===== config.mk =====
export PLATFORM = sky130hd
export DESIGN_NAME = dqn_update_sequencer
export DESIGN_NICKNAME = d
export VERILOG_FILES = /design/src/rtl/dqn_ctrl_pkg.sv /design/src/rtl/sat_down_counter.sv /design/src/rtl/dqn_update_sequencer.sv
export SDC_FILE = /design/constraint.sdc
export NUM_CORES = 1
export LEC_CHECK = 0
export ABC_AREA = 0
export BUFFER_PORTS_ARGS = -buffer_cell sky130_fd_sc_hd__buf_2
export CORE_ASPECT_RATIO = 0.7
export CORE_MARGIN = 1
export CORE_UTILIZATION = 30
export DETAILED_ROUTE_END_ITERATION = 10
export GPL_TIMING_DRIVEN = 0
export PLACE_DENSITY_LB_ADDON = 0.15
export SETUP_SLACK_MARGIN = 0.15
export SLEW_MARGIN = 40
export SYNTH_ARGS = -nofsm -noshare
export SYNTH_HDL_FRONTEND = slang
export SYNTH_SLANG_ARGS = --single-unit

===== constraint.sdc =====
create_clock -name clk -period 6 [get_ports clk]
set_input_delay 0.9 -clock clk [delete_from_list [all_inputs] [get_ports clk]]
set_output_delay 0.9 -clock clk [all_outputs]
set_load 0.02 [all_outputs]

===== src/rtl/dqn_ctrl_pkg.sv =====
// Shared control definitions for the DQN training datapath: sequencer state
// encoding, layer-operation codes on the ctrl bus, and common bus widths.
// Imported by the update sequencer and by every layer parameter block.
package dqn_ctrl_pkg;

  localparam int unsigned CTRL_W = 4;
  localparam int unsigned STEP_W = 4;
  localparam int unsigned CNT_W  = 8;

  typedef enum logic [2:0] {
    ST_IDLE,
    ST_FWD,
    ST_WAIT,
    ST_UPD3,
    ST_UPD2,
    ST_UPD1,
    ST_DONE
  } seq_state_t;

  // Layer-operation codes; a parameter block updates only when step != 0
  // and ctrl matches its own layer code.
  localparam logic [CTRL_W-1:0] CTRL_IDLE = 4'b0000;
  localparam logic [CTRL_W-1:0] CTRL_FWD  = 4'b0100;
  localparam logic [CTRL_W-1:0] CTRL_WAIT = 4'b0101;
  localparam logic [CTRL_W-1:0] CTRL_UPD1 = 4'b0001;
  localparam logic [CTRL_W-1:0] CTRL_UPD2 = 4'b0010;
  localparam logic [CTRL_W-1:0] CTRL_UPD3 = 4'b0011;

  // ctrl code presented while the sequencer is in a given state
  function automatic logic [CTRL_W-1:0] ctrl_of(seq_state_t s);
    logic [CTRL_W-1:0] c;
    c = CTRL_IDLE;
    case (s)
      ST_FWD:  c = CTRL_FWD;
      ST_WAIT: c = CTRL_WAIT;
      ST_UPD3: c = CTRL_UPD3;
      ST_UPD2: c = CTRL_UPD2;
      ST_UPD1: c = CTRL_UPD1;
      default: c = CTRL_IDLE;
    endcase
    return c;
  endfunction

endpackage


===== src/rtl/sat_down_counter.sv =====
// Loadable down counter that saturates at zero.
// Ports: clk, rst_n (async active-low), load/load_val (load has priority),
// en (decrement when nonzero), zero_c (count is zero, decoded from the register).
module sat_down_counter
  import dqn_ctrl_pkg::*;
#(
  parameter int unsigned W = CNT_W
) (
  input  logic         clk,
  input  logic         rst_n,
  input  logic         load,
  input  logic [W-1:0] load_val,
  input  logic         en,
  output logic         zero_c
);

  logic [W-1:0] count;

  // count register: load wins over decrement, never wraps below zero
  always_ff @(posedge clk or negedge rst_n) begin
    if (!rst_n) begin
      count <= '0;
    end else if (load) begin
      count <= load_val;
    end else if (en && (count != '0)) begin
      count <= count - W'(1);
    end
  end

  assign zero_c = (count == '0);

endmodule


===== src/rtl/dqn_update_sequencer.sv =====
// Sequences one DQN training run: per iteration a forward pass, a bounded wait
// for the gradient unit's deltas, then one-cycle update strobes to layers 3, 2, 1.
// Ports: clk, rst_n, start, abort, delta_valid in; ctrl[3:0], step[3:0], fwd_en,
// delta_req, busy, done, err out. All outputs are registered (Moore, decoded
// from the next state so they change together with the state register).
module dqn_update_sequencer
  import dqn_ctrl_pkg::*;
#(
  parameter int unsigned N_STEPS       = 10,
  parameter int unsigned FWD_CYCLES    = 4,
  parameter int unsigned DELTA_TIMEOUT = 200
) (
  input  logic              clk,
  input  logic              rst_n,
  input  logic              start,
  input  logic              abort,
  input  logic              delta_valid,
  output logic [CTRL_W-1:0] ctrl,
  output logic [STEP_W-1:0] step,
  output logic              fwd_en,
  output logic              delta_req,
  output logic              busy,
  output logic              done,
  output logic              err
);

  // step is 4 bits wide and must never wrap
  if (N_STEPS == 0 || N_STEPS > 15) begin : g_bad_n_steps
    $error("dqn_update_sequencer: N_STEPS must be in 1..15");
  end
  if (FWD_CYCLES == 0 || FWD_CYCLES > 255) begin : g_bad_fwd_cycles
    $error("dqn_update_sequencer: FWD_CYCLES must be in 1..255");
  end
  if (DELTA_TIMEOUT == 0 || DELTA_TIMEOUT > 255) begin : g_bad_delta_timeout
    $error("dqn_update_sequencer: DELTA_TIMEOUT must be in 1..255");
  end

  // counters are loaded with (length - 1) so the zero flag marks the last cycle
  localparam logic [CNT_W-1:0] FWD_LOAD  = CNT_W'(FWD_CYCLES - 1);
  localparam logic [CNT_W-1:0] WAIT_LOAD = CNT_W'(DELTA_TIMEOUT - 1);
  localparam logic [STEP_W-1:0] LAST_STEP = STEP_W'(N_STEPS);

  seq_state_t        state;
  seq_state_t        state_nxt;
  logic [STEP_W-1:0] step_nxt;
  logic              err_nxt;
  logic              fwd_load;
  logic              fwd_dec;
  logic              fwd_zero_c;
  logic              wait_load;
  logic              wait_dec;
  logic              wait_zero_c;

  sat_down_counter #(.W(CNT_W)) u_fwd_cnt (
    .clk      (clk),
    .rst_n    (rst_n),
    .load     (fwd_load),
    .load_val (FWD_LOAD),
    .en       (fwd_dec),
    .zero_c   (fwd_zero_c)
  );

  sat_down_counter #(.W(CNT_W)) u_wait_cnt (
    .clk      (clk),
    .rst_n    (rst_n),
    .load     (wait_load),
    .load_val (WAIT_LOAD),
    .en       (wait_dec),
    .zero_c   (wait_zero_c)
  );

  // next-state, step/err update and counter control
  always_comb begin
    state_nxt = state;
    step_nxt  = step;
    err_nxt   = err;
    fwd_load  = 1'b0;
    fwd_dec   = 1'b0;
    wait_load = 1'b0;
    wait_dec  = 1'b0;
    if (state != ST_IDLE && abort) begin
      // abort outranks everything, including a same-cycle timeout
      state_nxt = ST_IDLE;
      step_nxt  = '0;
    end else begin
      case (state)
        ST_IDLE: begin
          if (start && !abort) begin
            state_nxt = ST_FWD;
            step_nxt  = STEP_W'(1);
            err_nxt   = 1'b0;
            fwd_load  = 1'b1;
          end
        end
        ST_FWD: begin
          if (fwd_zero_c) begin
            state_nxt = ST_WAIT;
            wait_load = 1'b1;
          end else begin
            fwd_dec = 1'b1;
          end
        end
        ST_WAIT: begin
          // a delta_valid on the timeout cycle still counts
          if (delta_valid) begin
            state_nxt = ST_UPD3;
          end else if (wait_zero_c) begin
            state_nxt = ST_IDLE;
            step_nxt  = '0;
            err_nxt   = 1'b1;
          end else begin
            wait_dec = 1'b1;
          end
        end
        ST_UPD3: state_nxt = ST_UPD2;
        ST_UPD2: state_nxt = ST_UPD1;
        ST_UPD1: begin
          if (step == LAST_STEP) begin
            state_nxt = ST_DONE;
            step_nxt  = '0;
          end else begin
            state_nxt = ST_FWD;
            step_nxt  = step + STEP_W'(1);
            fwd_load  = 1'b1;
          end
        end
        ST_DONE: state_nxt = ST_IDLE;
        default: begin
          state_nxt = ST_IDLE;
          step_nxt  = '0;
        end
      endcase
    end
  end

  // state and registered outputs
  always_ff @(posedge clk or negedge rst_n) begin
    if (!rst_n) begin
      state     <= ST_IDLE;
      step      <= '0;
      err       <= 1'b0;
      ctrl      <= CTRL_IDLE;
      fwd_en    <= 1'b0;
      delta_req <= 1'b0;
      busy      <= 1'b0;
      done      <= 1'b0;
    end else begin
      state     <= state_nxt;
      step      <= step_nxt;
      err       <= err_nxt;
      ctrl      <= ctrl_of(state_nxt);
      fwd_en    <= (state_nxt == ST_FWD);
      delta_req <= (state_nxt == ST_WAIT);
      busy      <= (state_nxt != ST_IDLE);
      done      <= (state_nxt == ST_DONE);
    end
  end

endmodule


# After elaboration in Yosys (flattened, before gate mapping)
# Cells that the tools add are included.
# word_totals
register_bits	32
inputBits	5
output_inout_bits	13
word_cells	88
# op_classes
n_bitwise	1
n_mux	36
n_reduce_logical	18
add_sub_neg	3
eq_ne	20
# op_table
op	count
8-bit 2-to-1 mux	4
4-bit 2-to-1 mux	5
3-bit == test (second input constant)	6
3-bit 2-to-1 mux	6
3-bit one-hot mux with 6 select lines	1
8-bit zero test	2
1-bit 2-to-1 mux	16
4-bit one-hot mux with 4 select lines	1
8-bit nonzero test	2
8-bit by 1-bit subtractor with 8-bit output (second input constant)	2
3-bit one-hot mux with 5 select lines	1
3-bit by 2-bit == test with 1-bit output (second input constant)	4
3-bit by 1-bit == test with 1-bit output (second input constant)	2
3-bit inequality test (second input constant)	2
2-bit nonzero test	3
3-bit nonzero test	2
5-bit AND reduction	1
4-bit by 1-bit adder with 4-bit output (second input constant)	1
4-bit == test (second input constant)	1
1-bit logical AND	4
2-bit by 1-bit inequality test with 1-bit output (second input constant)	2
2-bit inequality test (second input constant)	2
1-bit one-hot mux with 2 select lines	2
4-bit AND reduction	1
other kinds (5)	5

# Logic depth before layout (Yosys ltp)
# Gate-level depths: netlist of the first run.
# depth
ltp_word	8
depth_mapped	7
mapped_depth_nobuf	7

# Cells and area by module
# Synthesis of the first run repeated with hierarchy kept, for this count alone.
# hier_totals
hier_cells	223
area_unflattened_um2	2003.2
# modules_own_cells
module	cells_per_inst	area_per_inst_um2	n_inst	seq_area_each_um2
sat_down_counter	58	528.0	2	200.2
dqn_update_sequencer	107	947.2	1	375.4

# Worst setup path before layout of the first run
# Ideal clock, no wire load.
# synth_path
path_kind	input to register
startpoint	input abort
endpoint	register u_fwd_cnt.count[5]
setup_ns	0.078
cell_stages	5
t_arrival_ns	2.129
required_ns	5.922
path_buffers	1
setup_slack_ns	3.794
path_cell_list	clkbuf_1 > a211oi_2 > nand2_2 > or4_1 > a21oi_1
# synth_via
elab_chain_cells	6
word_cells_on_any_way	10
classes_between	mux: 5; reduce/logical: 5
# synth_rtl
item	line	rtl
from (decl)	dqn_update_sequencer.sv:16	input logic abort,
1-bit zero test	dqn_update_sequencer.sv:88	if (start && !abort) begin
1-bit logical AND	dqn_update_sequencer.sv:88	
1-bit 2-to-1 mux	dqn_update_sequencer.sv:88	
1-bit one-hot mux with 2 select lines	dqn_update_sequencer.sv:86	case (state)
1-bit 2-to-1 mux	dqn_update_sequencer.sv:81	if (state != ST_IDLE && abort) begin
8-bit 2-to-1 mux or 2-bit nonzero test (tied branches)	--	
to (signal assigned)	sat_down_counter.sv:24	count <= load_val;
to (signal assigned)	sat_down_counter.sv:26	count <= count - W'(1);
to (decl)	sat_down_counter.sv:17	logic [W-1:0] count;
# Parallel ways exist; a longest one is shown, timed or not.
# A chain may end at the register's enable or synchronous reset.

# Worst setup path in the final report of the first run
# layout_path
startpoint	register u_fwd_cnt.count[0]
endpoint	register ctrl[2]
# layout_via
elab_chain_cells	6
word_cells_on_any_way	10
classes_between	eq/ne: 5; mux: 4; reduce/logical: 1
# layout_rtl
item	line	rtl
8-bit zero test *	sat_down_counter.sv:30	assign zero_c = (count == '0);
3-bit 2-to-1 mux *	dqn_update_sequencer.sv:96	if (fwd_zero_c) begin
3-bit one-hot mux with 6 select lines *	dqn_update_sequencer.sv:86	
3-bit 2-to-1 mux *	dqn_update_sequencer.sv:81	
3-bit == test (tied with other cells)	dqn_ctrl_pkg.sv:33	case (s)
3-bit one-hot mux with 5 select lines *	dqn_ctrl_pkg.sv:33	
to (signal assigned)	dqn_update_sequencer.sv:151	ctrl <= ctrl_of(state_nxt);
to (decl)	dqn_update_sequencer.sv:18	output logic [CTRL_W-1:0] ctrl,
# Every way passes the cells marked *; elsewhere a longest branch is shown, timed or not.

==> results of run 1 <==
==> cell usage after synthesis (2+ instances only) <==
library cell,number,share of area
a21oi_1,9,0.027
and3b_1,2,0.011
clkbuf_1,5,0.011
dfrtp_1,31,0.47
ha_1,4,0.030
inv_1,8,0.018
nand2_1,12,0.027
nand2b_1,4,0.015
nand3_1,3,0.0091
nand3b_1,3,0.014
nor2_1,26,0.059
nor2b_1,3,0.011
nor3_1,5,0.015
nor3b_1,3,0.014
nor4_1,5,0.019
o211ai_1,2,0.0091
o21ai_0,3,0.0091
o2bb2ai_1,3,0.016
or2_2,3,0.011
xnor2_1,7,0.037
xor2_1,6,0.032
==> cell type report <==
| type | count | share of cell area |
|---|---|---|
| flip-flops and latches | 31 | 0.410 |
| multi-input cells | 128 | 0.429 |
| inverters | 8 | 0.0159 |
| repair buffers | 15 | 0.0396 |
| clock inverters | 3 | 0.00793 |
| plain buffers | 6 | 0.0139 |
| clock buffers | 5 | 0.0363 |
| well taps | 72 | 0.0476 |
==> metrics by stage <==
step	power [uW]	instance area, um2	utilization	std cells	hold WS [ns]
after floorplan	597	1650	-	173	0.489
after global placement	676	1810	0.344	260	0.479
after detailed placement	685	1810	0.344	260	0.483
after CTS	848	1890	0.360	268	0.498
after global routing	913	1890	0.360	268	0.525
final	837	1890	0.360	268	0.481
==> layer usage <==
layer  vias up  track usage  wire, um
li1        638            -         -
met1       597        0.177      1670
met2        21        0.188      1410
met3         4       0.0369       115
met4         0       0.0423        33
met5         -            0         0
==> cell usage in the layout (no fill, tap or decap), drive strengths merged, types with 2 or more instances in the layout <==
cell     instances
or3              2
and3b            2
xnor2            7
nor4             5
clkinv           3
inv              8
or4              2
o21ai            3
nor3             6
dfrtp           31
o2bb2ai          3
nor3b            3
nand2           13
nor2b            3
nor2            26
nand2b           5
clkbuf          10
nand3            3
a21oi           10
nand3b           3
or2              3
o211ai           2
xor2             6
ha               4
buf             16
==> flip-flops by register name, summed over array words and instances, names as in the netlist <==
register          count
u_fwd_cnt.count       8
u_wait_cnt.count      8
step                  4
ctrl                  3
state                 3
busy                  1
delta_req             1
done                  1
err                   1
fwd_en                1
==> worst max-delay path, cell delays in order (launching register included) <==
cell	delay (ns)
dfrtp_1	0.40
inv_1	0.06
ha_1	0.15
nor3b_1	0.48
a21oi_1	0.14
nor3_1	0.49
or2b_2	0.36
a21oi_2	0.11
==> logic make-up after synthesis <==
| group | count (synthesis) |
|---|---|
| buffers and inverters | 14 |
| other | 1 |
| XOR/XNOR | 13 |
| AND/OR/NAND/NOR | 81 |
| flip-flops | 31 |
| adder cells (fa/ha/maj) | 4 |
| AO/OA/AOI/OAI | 28 |
| multiplexers | 1 |
==> power groups by stage <==
stage | logic [uW] | registers [uW] | clock network [uW]
2_1_floorplan | 255 | 342 | 0
3_3_place_gp | 353 | 323 | 0
3_5_place_dp | 360 | 325 | 0
4_1_cts | 361 | 323 | 165
5_1_grt | 409 | 331 | 173
6_report | 356 | 322 | 159
==> how the worst max path moves through the flow <==
stage / from / endpoint / slack (ns) / cells after the start
3_3_place_gp: abort / u_fwd_cnt.count[1] / 3.57 / 6
4_1_cts: u_fwd_cnt.count[0] / ctrl[2] / 3.71 / 7
3_5_place_dp: abort / ctrl[2] / 3.55 / 6
5_1_grt: u_fwd_cnt.count[0] / ctrl[2] / 3.58 / 7
2_1_floorplan: abort / u_fwd_cnt.count[5] / 3.79 / 5
6_report: u_fwd_cnt.count[0] / ctrl[2] / 3.74 / 7
==> impl_metrics.env, run 1 <==
export IMPL_status="complete, no violations"
export IMPL_wire_per_inst_um=12.0
export IMPL_drt_wl_total_um=3230
export IMPL_synth_avg_cell_area_um2=9.51
export IMPL_io_buffers=15
export IMPL_first_global_vias=1225
export IMPL_switching_share=0.402
export IMPL_min_delay_path_depth=2
export IMPL_grt_max_degree=32
export IMPL_vias_per_cell=4.70
export IMPL_finalSetupTns_ns=0
export IMPL_cp_max_fo=5
export IMPL_track_usage=0.127
export IMPL_floorplan_initialDensity=0.313
export IMPL_cts_clk_slew_worst_paths_ns=0.07
export IMPL_r2r_start="u_fwd_cnt.count[0]"
export IMPL_htreeDepth=2
export IMPL_ant_nets=0
export IMPL_nNetsFinal=204
export IMPL_syn_to_final_growth_pct=15.1
export IMPL_cts_setup_buffers=0
export IMPL_leakagePower_uw=0.000866
export IMPL_power_density_nw_per_um2=442
export IMPL_clkSinkCount=31
export IMPL_min_path_type="register to register"
export IMPL_cp_required_ns=6.22
export IMPL_clk_insertion_delay_late_ns=0.28
export IMPL_cts_buffers=5
export IMPL_cap_viol_max_count=0
export IMPL_drcViolationCount=0
export IMPL_die_w_um=90.5
export IMPL_yosysWarnings=0
export IMPL_seqCellArea_um2=776
export IMPL_vias=1260
export IMPL_gp_congestion=0.782
export IMPL_fin_skew_ns=0.00952
export IMPL_synth_top_family_by_area="simple AND/OR/NAND/NOR gates"
export IMPL_yosys_area_share_xor_xnor=0.0692
export IMPL_cts_max_path_buffers=2
export IMPL_hp_start="err"
export IMPL_setup_violations=0
export IMPL_ctsHoldBuffers=0
export IMPL_die_area_um2=5790
export IMPL_n_fill_cell=552
export IMPL_synth_compound_area_frac=0.118
export IMPL_r2r_end="ctrl[2]"
export IMPL_rows=22
export IMPL_critPathLaunchType="register"
export IMPL_period_needed_ns=2.26
export IMPL_layout_setup_ws_ns=3.74
export IMPL_yosys_area_share_simple=0.268
export IMPL_rsz0062_at_grt="no"
export IMPL_cts_root_buf="clkbuf_8"
export IMPL_r2r_cells=7
export IMPL_antenna_found_initial=0
export IMPL_slew_violations=0
export IMPL_grt_pass1_wl_um=5810
export IMPL_insertedDiodeCount=0
export IMPL_multiInputGateArea_um2=813
export IMPL_tightest_slew_ns=0.697
export IMPL_synth_distinct_cells=47
export IMPL_synth_mux_area_frac=0.00608
export IMPL_hold_path_end="err"
export IMPL_slew_limit_headroom=0.535
export IMPL_synth_fa_ha_area_frac=0.0304
export IMPL_seqPwrFrac=0.385
export IMPL_synth_edf_count=0
export IMPL_fp_dieH_um=64.0
export IMPL_dp_hpwl_um=2380
export IMPL_grt_ovfl_total=0
export IMPL_switching_power_uw=336
export IMPL_cts_tree="yes"
export IMPL_synth_seq_cells=31
export IMPL_mappedNetlistArea_um2=1650
export IMPL_p_int_uw=501
export IMPL_hold_violations=0
export IMPL_pin_count=18
export IMPL_ys_flop_type="dfrtp_1"
export IMPL_synth_nets=182
export IMPL_fmax_ghz=0.443
export IMPL_synthArstFlopShare=1.00
export IMPL_pre_cts_ws_ns=3.55
export IMPL_p_clk_frac=0.190
export IMPL_worst_setup_path_type="register to register"
export IMPL_core_um2=5260
export IMPL_dr_pass1_iters=4
export IMPL_crit_arrival_ns=2.47
export IMPL_combPwrFrac=0.426
export IMPL_regToRegSetupSlack_ns=3.74
export IMPL_synth_seq_area_share=0.471
export IMPL_vdd_drop_max_v=0.000113
export IMPL_synth_cells=173
export IMPL_finalCritPeriodShare=0.376
export IMPL_cp_end_kind="register"
export IMPL_layout_drive_gt1_share=0.179
export IMPL_drt_iter0_markers=70
export IMPL_cts_resized=0
Power figures use the tool's default switching activity.
==> run 2, diff against run 1 <==
==> constraint.sdc (replaced) <==
create_clock -name clk -period 1.9 [get_ports clk]
set_input_delay 0.285 -clock clk [delete_from_list [all_inputs] [get_ports clk]]
set_output_delay 0.285 -clock clk [all_outputs]
set_load 0.02 [all_outputs]
==> run 2 against run 1 <==
  * The flow now finishes with violations (setup timing)
  * Highest routed layer unchanged
  * Maximum frequency grew 12%
  * Setup slack lost 3.9 ns
  * Register-to-register slack got worse by 3.9 ns
  * First-iteration DRC count is 11% lower
  * Non-clock buffer count grew 22
  * Sequential power grew to 3.2 times the previous value
  * Global-route usage grew 0.81 points
  * Sequential share of layout area shrank 6.9 points
==> impl_metrics.env, run 2 (synthesis results as in run 1) <==
export IMPL_cp_max_fo=2
export IMPL_period_needed_ns=2.01
export IMPL_slew_limit_headroom=0.531
export IMPL_vdd_drop_max_v=0.000619
export IMPL_hold_violations=0
export IMPL_grt_max_degree=32
export IMPL_pin_count=18
export IMPL_worstPathCellList="or4_4, o41a_1, buf_6, a21oi_4, o22ai_2, a21o_1"
export IMPL_fin_skew_ns=0.00662
export IMPL_grtUsageMet2=0.237
export IMPL_finalSetupTns_ns=-0.822
export IMPL_clkSinkCount=31
export IMPL_clk_insertion_delay_late_ns=0.27
export IMPL_slew_violations=0
export IMPL_final_cells=290
export IMPL_worst_path_max_delay_cell="or4_4"
export IMPL_tightest_slew_ns=0.703
export IMPL_layout_drive_gt1_share=0.390
export IMPL_min_path_type="input pin to asynchronous set/reset pin"
export IMPL_track_usage=0.135
export IMPL_first_global_vias=1404
export IMPL_final_common_cell="dfrtp_1"
export IMPL_cp_end_kind="register"
export IMPL_hold_slack_ns=0.0581
export IMPL_nNetsFinal=226
export IMPL_n_fill_cell=505
export IMPL_gp_congestion=0.824
export IMPL_design_area_um2=2280
export IMPL_violations="setup timing"
export IMPL_die_w_um=90.5
export IMPL_grt_pass1_wl_um=6220
export IMPL_cp_required_ns=2.06
export IMPL_ant_nets=0
export IMPL_vias_per_cell=4.77
export IMPL_cts_clk_slew_worst_paths_ns=0.06
export IMPL_drt_iter0_markers=62
export IMPL_critPathLaunchType="register"
export IMPL_floorplan_initialDensity=0.313
export IMPL_htreeDepth=2
export IMPL_dr_pass1_iters=4
export IMPL_io_buffers=15
export IMPL_rows=22
export IMPL_cap_viol_max_count=0
export IMPL_cts_max_path_buffers=2
export IMPL_vias=1384
export IMPL_gr_max_usage_layer="met2"
export IMPL_crit_arrival_ns=2.18
export IMPL_die_area_um2=5790
export IMPL_cts_buffers=5
export IMPL_layout_setup_ws_ns=-0.115
export IMPL_critPathBufInv=1
export IMPL_cp_top_family="compound AO/OA/AOI/OAI gates"
export IMPL_seqCellArea_um2=776
export IMPL_power_density_nw_per_um2=1440
export IMPL_fmax_ghz=0.496
export IMPL_grt_ovfl_total=0
export IMPL_wire_per_inst_um=12.7
export IMPL_status="complete, but fails checks"
export IMPL_grt_use_met3=0.0405
export IMPL_dp_hpwl_um=2340
export IMPL_insertedDiodeCount=0
export IMPL_antenna_found_initial=0
export IMPL_drcViolationCount=0
export IMPL_cts_root_buf="clkbuf_8"
export IMPL_rsz0062_at_grt="yes"
export IMPL_fp_dieH_um=64.0
export IMPL_syn_to_final_growth_pct=38.3
export IMPL_place_area_um2=1830
export IMPL_reg_top3="u_fwd_cnt.count (8), u_wait_cnt.count (8), step (4)"
export IMPL_leakagePower_uw=0.00105
export IMPL_setup_violations=15
export IMPL_drt_wl_total_um=3700
export IMPL_worst_setup_path_type="register to register"
export IMPL_grt_met1_usage=0.166
export IMPL_multiInputGateArea_um2=972
export IMPL_finalCritPeriodShare=1.06
export IMPL_cts_tree="yes"
export IMPL_dpl_cell_count=260
export IMPL_critPathMaxStageDelay_ns=0.54
export IMPL_final_cell_mix="dfrtp_1 (31), nor2_1 (22), buf_4 (15), buf_2 (15), nand2_1 (11)"
export IMPL_core_um2=5260
-- run 2: changes by cell type in the layout (fill, tap and decap cells not counted), sizes merged --
cell | before | now
buf | 16 | 38
clkbuf | 10 | 13
clkinv | 3 | 0
-- run 2: per-layer routing --
layer	share of wire	wire length, um
met1	0.47	1720
met2	0.50	1850
met3	0.030	112
met4	0.0035	13
met5	0	0
-- run 2: through the flow --
stage	utilization	total power, uW	worst slack [ns]
after detailed placement	0.347	2180	-0.223
final	0.433	3280	-0.115
after global placement	0.347	2160	-0.210
after floorplan	-	1900	-0.0186
after CTS	0.393	2970	-0.151
after global routing	0.433	3520	-0.160
-- run 2: cell type report --
class	instances	share of cell area
multi-input cells	128	0.427
flip-flops and latches	31	0.341
repair buffers	37	0.120
clock buffers	8	0.0440
well taps	72	0.0396
plain buffers	6	0.0148
inverters	8	0.0132
-- run 2: final timing paths --
path | from | endpoint | slack (ns) | cells after the start
setup / recovery | u_wait_cnt.count[5] | step[2] | -0.11 | 6
hold / removal | rst_n | step[1] | 0.06 | 1
setup reg to reg | u_wait_cnt.count[5] | step[2] | -0.11 | 6
hold reg to reg | err | err | 0.49 | 2
max in group asynchronous | rst_n | delta_req | 1.38 | 1
min in group clk | start | err | 0.35 | 4
-- run 2: power breakdown --
part	leakage [uW]	switching [uW]	total [uW]	internal, uW
clock	0.0000515	224	554	330
sequential	0.000399	170	1040	874
combinational	0.000599	866	1680	814
total	0.00105	1260	3280	2020
-- run 2: timing repair --
action | CTS | global route
gates resized for setup | 16 | 31
hold buffers | 0 | 0
setup buffers | 10 | 12
pin swaps | 5 | 15
setup endpoints to repair | 29 | 30
==> run 3, diff against run 2 <==
--- a/config.mk
+++ b/config.mk
@@ -7,7 +7,6 @@
 export LEC_CHECK = 0
 export ABC_AREA = 0
 export BUFFER_PORTS_ARGS = -buffer_cell sky130_fd_sc_hd__buf_2
-export CORE_ASPECT_RATIO = 0.7
 export CORE_MARGIN = 1
 export CORE_UTILIZATION = 30
 export DETAILED_ROUTE_END_ITERATION = 10
==> run 3 against run 2 <==
  * The run still ends with setup timing left
  * Clock-buffer cell count down 3
  * Global-route usage increased by 0.17 points
  * Via count is 1.4% lower
  * Register-to-register slack got worse by 0.02 ns
  * Critical path type unchanged
  * Largest power group unchanged
==> impl_metrics.env, run 3 (synthesis results as in run 1) <==
export IMPL_antenna_found_initial=0
export IMPL_fmax_ghz=0.492
export IMPL_hold_violations=0
export IMPL_gp_congestion=0.816
export IMPL_worst_setup_path_type="register to register"
export IMPL_wl_met1_um=1710
export IMPL_violations="setup timing"
export IMPL_reg_top3="u_fwd_cnt.count (8), u_wait_cnt.count (8), step (4)"
export IMPL_dr_pass1_iters=4
export IMPL_tightest_slew_ns=0.691
export IMPL_finalCritPeriodShare=1.07
export IMPL_critPathLaunchType="register"
export IMPL_layout_setup_ws_ns=-0.131
export IMPL_period_needed_ns=2.03
export IMPL_layout_drive_gt1_share=0.344
export IMPL_leakagePower_uw=0.000979
export IMPL_vias=1365
export IMPL_slew_limit_headroom=0.540
export IMPL_min_path_type="input pin to asynchronous set/reset pin"
export IMPL_core_um2=5200
export IMPL_ant_nets=0
export IMPL_cp_max_fo=3
export IMPL_finalSetupTns_ns=-1.01
export IMPL_cts_root_buf="clkbuf_8"
export IMPL_fin_skew_ns=0.00572
export IMPL_htreeDepth=2
export IMPL_vias_per_cell=4.89
export IMPL_status="complete, but fails checks"
export IMPL_crit_arrival_ns=2.18
export IMPL_drt_wl_total_um=3670
export IMPL_grt_ovfl_total=0
export IMPL_vdd_drop_max_v=0.000477
export IMPL_clkSinkCount=31
export IMPL_drcViolationCount=0
export IMPL_cts_clk_slew_worst_paths_ns=0.06
export IMPL_cp_end_kind="register"
export IMPL_syn_to_final_growth_pct=30.5
export IMPL_slew_violations=0
export IMPL_place_area_um2=1820
export IMPL_wl_met2_um=1730
export IMPL_cts_buffers=5
export IMPL_drt_iter0_markers=42
export IMPL_cts_tree="yes"
export IMPL_grt_pass1_wl_um=6170
export IMPL_pin_count=18
export IMPL_die_area_um2=5780
export IMPL_ctsHoldBuffers=0
export IMPL_fp_dieH_um=76.1
export IMPL_dp_hpwl_um=2540
export IMPL_routed_top_layer="met4"
export IMPL_clk_insertion_delay_late_ns=0.28
export IMPL_io_buffers=15
export IMPL_grt_max_degree=32
export IMPL_rows=26
export IMPL_track_usage=0.137
export IMPL_cap_viol_max_count=0
export IMPL_final_cell_mix="dfrtp_1 (31), nor2_1 (23), buf_2 (15)"
export IMPL_die_w_um=76.1
export IMPL_setup_violations=15
export IMPL_first_global_vias=1331
export IMPL_final_common_cell="dfrtp_1"
export IMPL_wire_per_inst_um=13.2
export IMPL_cts_max_path_buffers=2
export IMPL_floorplan_initialDensity=0.316
export IMPL_cp_required_ns=2.05
export IMPL_insertedDiodeCount=0
export IMPL_nNetsFinal=217
export IMPL_rsz0062_at_grt="yes"
export IMPL_wl_met3_um=137
export IMPL_design_area_um2=2150
export IMPL_power_density_nw_per_um2=1420
-- run 3: where the power goes --
part           total [uW]  internal, uW  switching [uW]
clock                 494           250             244
sequential           1040           873             168
combinational        1520           711             814
total                3060          1830            1230
-- run 3: final timing paths --
kind | startpoint | endpoint | slack [ns] | cells after the start
max | u_wait_cnt.count[5] | busy | -0.13 | 5
min | rst_n | u_wait_cnt.count[5] | 0.04 | 1
max in group asynchronous | rst_n | busy | 1.41 | 1
min reg2reg | err | err | 0.49 | 2
min in group clk | start | err | 0.32 | 4
max reg2reg | u_wait_cnt.count[5] | busy | -0.13 | 5
-- run 3: through the flow --
stage               cells  worst slack [ns]  total power [uW]  hold slack, ns   util
finish                279            -0.131              3060          0.0443  0.413
global route          279            -0.176              3300          0.0862  0.413
floorplan             173           -0.0186              1900         -0.0106      -
CTS                   272            -0.163              2870          0.0724  0.391
detailed placement    258            -0.222              2190           0.382  0.350
global placement      258            -0.160              2160           0.376  0.350
-- run 3: cell type report --
class / count / area (um2)
sequential: 31 / 776
buffer: 6 / 31.3
inverter: 8 / 30.0
clock inverter: 3 / 15.0
multi-input combinational: 128 / 947
timing repair buffer: 28 / 191
tap: 70 / 87.6
clock buffer: 5 / 68.8
fill: 519 / 3060
-- run 3: repair_timing --
action | 4_1_cts | 5_1_grt
setup endpoints to repair | 29 | 31
pin swaps | 4 | 11
buffers inserted | 6 | 7
endpoints found under the hold margin | 0 | 0
gates resized for setup | 20 | 16
-- run 3: metal layers --
layer,track usage,vias up
li1,-,666
met1,0.164,666
met5,0,-
met4,0.0635,0
met2,0.221,24
met3,0.0467,9
-- run 3: worst max-delay path: stages (launching register included) --
cell	delay (ns)
dfrtp_1	0.38
or4_4	0.55
o41a_1	0.47
nor3_4	0.26
buf_4	0.16
a31oi_1	0.07
